$ cat config.mk
export PLATFORM = sky130hd
export DESIGN_NAME = mem_port_arbiter
export DESIGN_NICKNAME = d
export VERILOG_FILES = /design/src/rtl/mem_port_arbiter_pkg.sv /design/src/rtl/rr_arb2.sv /design/src/rtl/mem_port_arbiter.sv
export SDC_FILE = /design/constraint.sdc
export NUM_CORES = 1
export LEC_CHECK = 0
export ABC_AREA = 1
export CORE_AREA = 2 2 109 111
export DETAILED_ROUTE_END_ITERATION = 12
export DIE_AREA = 0 0 111 113
export PLACE_DENSITY = 0.82
export RECOVER_POWER = 25
export SYNTH_ARGS = -nofsm -noshare
export SYNTH_HDL_FRONTEND = slang
export SYNTH_SLANG_ARGS = --single-unit
$ cat constraint.sdc
create_clock -name clk -period 2.08 [get_ports clk]
set_input_delay 0.416 -clock clk [delete_from_list [all_inputs] [get_ports clk]]
set_output_delay 0.416 -clock clk [all_outputs]
set_load 0.005 [all_outputs]
$ cat src/rtl/mem_port_arbiter_pkg.sv
// Shared encodings for the memory port arbiter: request types and the
// registered response-select field.
package mem_port_arbiter_pkg;

  localparam logic MEM_RD = 1'b0;
  localparam logic MEM_WR = 1'b1;

  typedef enum logic [1:0] {
    RESP_NONE = 2'd0,
    RESP_I    = 2'd1,
    RESP_D    = 2'd2
  } resp_sel_e;

endpackage

$ cat src/rtl/rr_arb2.sv
// Two-way round-robin pick. req[0]/gnt[0] is the low requester and
// req[1]/gnt[1] is the high one. prio = 1 favours req[1] on a conflict.
module rr_arb2 (
  input  logic [1:0] req,
  input  logic       prio,
  output logic [1:0] gnt
);

  assign gnt[0] = req[0] & (~req[1] | ~prio);
  assign gnt[1] = req[1] & (~req[0] |  prio);

endmodule

$ cat src/rtl/mem_port_arbiter.sv
// Shares one single-ported memory between instruction fetch and data
// access. The response is registered one cycle after grant, and a
// saturating counter tracks how many cycles both sides collided.
module mem_port_arbiter
  import mem_port_arbiter_pkg::*;
#(
  parameter int unsigned CNT_W      = 16,
  parameter logic        RST_PRIO_D = 1'b1
) (
  input  logic             clk,
  input  logic             rst,
  input  logic             imemreq_val,
  output logic             imemreq_rdy,
  input  logic [31:0]      imemreq_addr,
  output logic             imemresp_val,
  output logic [31:0]      imemresp_data,
  input  logic             dmemreq_val,
  output logic             dmemreq_rdy,
  input  logic             dmemreq_type,
  input  logic [31:0]      dmemreq_addr,
  input  logic [31:0]      dmemreq_wdata,
  output logic             dmemresp_val,
  output logic [31:0]      dmemresp_rdata,
  output logic             memreq_val,
  output logic             memreq_type,
  output logic [31:0]      memreq_addr,
  output logic [31:0]      memreq_wdata,
  input  logic [31:0]      memresp_rdata,
  output logic [CNT_W-1:0] conflict_count
);

  logic             prio_q, prio_d;
  resp_sel_e        resp_sel_q, resp_sel_d;
  logic [31:0]      resp_data_q, resp_data_d;
  logic [CNT_W-1:0] cnt_q, cnt_d;

  logic [1:0] req, gnt;
  logic       conflict;

  // Gating the requests keeps every grant, and therefore every memory
  // write, suppressed while reset is held.
  assign req      = {dmemreq_val, imemreq_val} & {2{~rst}};
  assign conflict = imemreq_val & dmemreq_val;

  rr_arb2 u_rr (
    .req  (req),
    .prio (prio_q),
    .gnt  (gnt)
  );

  assign imemreq_rdy = gnt[0];
  assign dmemreq_rdy = gnt[1];

  always_comb begin
    // NOTE: every output of this block gets a default first so no path
    // leaves it unassigned and a latch can never be inferred.
    memreq_val   = 1'b0;
    memreq_type  = MEM_RD;
    memreq_addr  = '0;
    memreq_wdata = '0;
    resp_sel_d   = RESP_NONE;
    resp_data_d  = '0;
    prio_d       = prio_q;
    cnt_d        = cnt_q;

    if (gnt[1]) begin
      memreq_val   = 1'b1;
      memreq_type  = dmemreq_type;
      memreq_addr  = dmemreq_addr;
      memreq_wdata = dmemreq_wdata;
      resp_sel_d   = RESP_D;
      resp_data_d  = (dmemreq_type == MEM_WR) ? '0 : memresp_rdata;
    end else if (gnt[0]) begin
      memreq_val   = 1'b1;
      memreq_addr  = imemreq_addr;
      resp_sel_d   = RESP_I;
      resp_data_d  = memresp_rdata;
    end

    // The conflict winner loses the next conflict.
    if (conflict) begin
      prio_d = gnt[0];
      if (cnt_q != {CNT_W{1'b1}}) cnt_d = cnt_q + 1'b1;
    end
  end

  // NOTE: state registers use non-blocking assignments so every flop
  // samples the pre-edge values regardless of statement order.
  always_ff @(posedge clk) begin
    if (rst) begin
      prio_q      <= RST_PRIO_D;
      resp_sel_q  <= RESP_NONE;
      resp_data_q <= '0;
      cnt_q       <= '0;
    end else begin
      prio_q      <= prio_d;
      resp_sel_q  <= resp_sel_d;
      resp_data_q <= resp_data_d;
      cnt_q       <= cnt_d;
    end
  end

  assign imemresp_val   = (resp_sel_q == RESP_I);
  assign dmemresp_val   = (resp_sel_q == RESP_D);
  assign imemresp_data  = imemresp_val ? resp_data_q : '0;
  assign dmemresp_rdata = dmemresp_val ? resp_data_q : '0;
  assign conflict_count = cnt_q;

endmodule

==> flow_summary_export.csv <==
group,metric,value,unit
power,finalPower,2.597,mW
sta,maxSlewViolCount,0,
sta,timing.final.ws_setup,0.01473,ns
logic_synthesis,synth_simple_gate_area_share,33.61,%
sta,finalCritPeriodShare,99.29,%
worst_setup_path,path_cells,"nand2_1 > nand3_2 > inv_2 > bufbuf_16 > buf_4 > a22o_1 > clkdlybuf4s15_1",
place,placedCellCount,910,
final_layout,multi_input_area,1403,um2
cts,cts_tree,"done",
global_route,antenna_found_initial,5,
worst_setup_path,crit_slowest_cell,"dfxtp_1",
logic_synthesis,synth-xor-area-share,0,%
final_layout,areaGrowthSynthToFinish,113.1,%
place,port_buffers,282,
sta,fmax,484.2,MHz
logic_synthesis,yosysWarnings,0,
cts,clk_pin_slew_worst_paths,0.07,ns
sta,hold_slack,0.3861,ns
route,firstDrtPassIters,4,
sta,period_needed,2.065,ns
power,max-vdd-ir-drop,0.3431,mV
final_layout,nNetsFinal,923,
logic_synthesis,syn_area,2982,um2
place,gp_congestion,0.8633,
floorplan,core_area,11270,um2
worst_setup_path,ff2ff_path_depth,9,
route,post-route-drc-count,0,
cts,hold_buffers,0,
final_layout,final-seq-area,1021,um2
logic_synthesis,syn-num-nets,623,
cts,numCtsBuffers,5,
logic_synthesis,synth_adder_area_share,0.4196,%
route,ant_nets,0,
global_route,grt_pass1_vias,3576,
final_layout,drive_above_1_share,10.25,%
route,wire_per_inst,14.09,um
sta,setup_viol,0,
global_route,grt_max_degree,33,
floorplan,io_pins,283,
sta,worst_pin_slew,0.6587,ns
logic_synthesis,synth_top_family_by_area,"simple AND/OR/NAND/NOR gates",
final_layout,final_cells,936,
sta,skew,0.006628,ns
floorplan,start_util,26.45,%
logic_synthesis,syn_avg_cell_area,6.097,um2
worst_setup_path,crit_type,"register to output pin",
floorplan,dieArea,12540,um2
sta,finalHoldViolCount,0,
power,leakagePower,3.474,nW
place,dpl.hpwl,10420,um
sta,tns,0,ns
logic_synthesis,synth-compound-area-share,12.09,%
logic_synthesis,seq_area_frac_synth,34.24,%
worst_setup_path,startpoint_type,"register",
route,avgViaCountPerCell,4.217,
worst_setup_path,worstPathMaxFanout,7,
cts,cts_root_buffer,"clkbuf_16",
sta,rsz0062_at_grt,"true",
logic_synthesis,synth_cell_types,21,
route,wl,13180,um
floorplan,dieWidth,111,um
logic_synthesis,ys_ff_latch,51,
worst_setup_path,worstPathRequired,1.66,ns
worst_setup_path,crit_path_end_kind,"output pin",
global_route,grt_first_pass_wirelength,19170,um
run_status,status,"complete, no violations",
cts,clk_latency,0.29,ns
cts,htree_levels,2,
power,powerDensity,408.8,nW/um2
cts,ctsLongestPathBuffers,2,
logic_synthesis,syn_inst,489,
sta,slew_headroom,56.09,%
place,post-place-ws,-0.4689,ns
logic_synthesis,synthMuxAreaShare,0,%
min_path,hp-class,"input pin to register",
worst_setup_path,cpPeakStageDelay,0.36,ns
min_path,min_delay_path_depth,3,
global_route,track_usage,19.22,%
final_layout,fill_cells,1079,
floorplan,rows,39,
floorplan,die_h,113,um
global_route,grt-ovfl-total,0,
worst_setup_path,cp.arrival,1.65,ns
run,drv_cap,0,
route,drt_iter0_markers,158,
route,vias,3947,
cts,clkSinkCount,51,
-- layer usage --
metal  vias to the layer above  track usage (%)  share of wire, %  wire length [um]
li1                       2043                -                 -                 -
met1                      1721            23.77                42              5566
met2                       153            32.07                47              6262
met3                        26            7.392               8.7              1153
met4                         4            4.000               1.4               180
met5                         -                0              0.17                22
-- worst max-delay path: cells and delay by family (launching register included) --
kind	cells	cell delay, ns
flops	1	0.36
compound gates	1	0.19
buf+inv	4	0.66
simple gates	2	0.14
-- synth_stat cells (all sizes together) --
library cell | number | area (um2)
a21oi | 13 | 65.06
a22o | 32 | 280.3
and3 | 1 | 6.260
buf | 12 | 78.82
clkbuf | 9 | 33.78
dfxtp | 51 | 1021
ha | 1 | 12.51
inv | 126 | 473.0
nand2 | 39 | 156.4
nand3 | 27 | 135.1
nand4 | 2 | 27.53
nor2 | 173 | 676.9
o21ai | 3 | 15.01
-- layout make-up --
type	count	share of cell area [%]
Timing Repair Buffer	314	49.01
Multi-Input combinational cell	291	22.08
Sequential cell	51	16.07
Inverter	126	7.485
Tap cell	143	2.817
Clock buffer	5	1.970
Clock inverter	3	0.4530
Antenna cell	3	0.1182
-- cells in the final DEF (no fill, tap or decap), types with 12 or more instances in the layout --
cell and instances:
nand2_1 37, buf_4 16, dlygate4sd2_1 37, dlymetal6s2s_1 28, a21oi_1 13, a22o_1 32
nand3_1 26, clkdlybuf4s15_1 12, dfxtp_1 51, clkbuf_2 19, inv_1 121, clkdlybuf4s50_1 183
nor2_1 161
-- path summary, 6_finish.rpt --
| kind | startpoint | end | slack (ns) |
|---|---|---|---|
| hold reg to reg | prio_q | prio_q | 0.54 |
| setup reg to reg | prio_q | resp_data_q[17] | 0.20 |
| hold / removal | rst | prio_q | 0.39 |
| setup / recovery | prio_q | memreq_addr[17] | 0.01 |
-- flip-flops by register name, summed over array words and instances (netlist names) --
register,flops
prio_q,1
resp_data_q,32
resp_sel_q,2
conflict_count,16
-- kinds of logic after synthesis --
kind of cell	Yosys count
compound gates	48
fa+ha+maj	1
buf+inv	147
flops	51
simple gates	242
-- repair_timing --
item | 4_1_cts | 5_1_grt
setup buffers | 10 | 2
resized for setup | 105 | 80
pin swaps | 2 | 2
gates cloned | 3 | 0
endpoints found under the setup margin | 97 | 72
-- metrics by stage --
stage / utilization (%) / area [um2]
after floorplan: - / 2982
after global placement: 53.44 / 6023
final: 56.35 / 6352
after detailed placement: 53.44 / 6023
after CTS: 56.04 / 6317
after global routing: 56.29 / 6345
-- report_power, final --
part | switching (mW) | internal [mW]
clock | 0.386 | 0.459
combinational | 0.268 | 0.454
sequential | 0.0138 | 1.02
No activity file was read; power rests on OpenSTA's default activity.
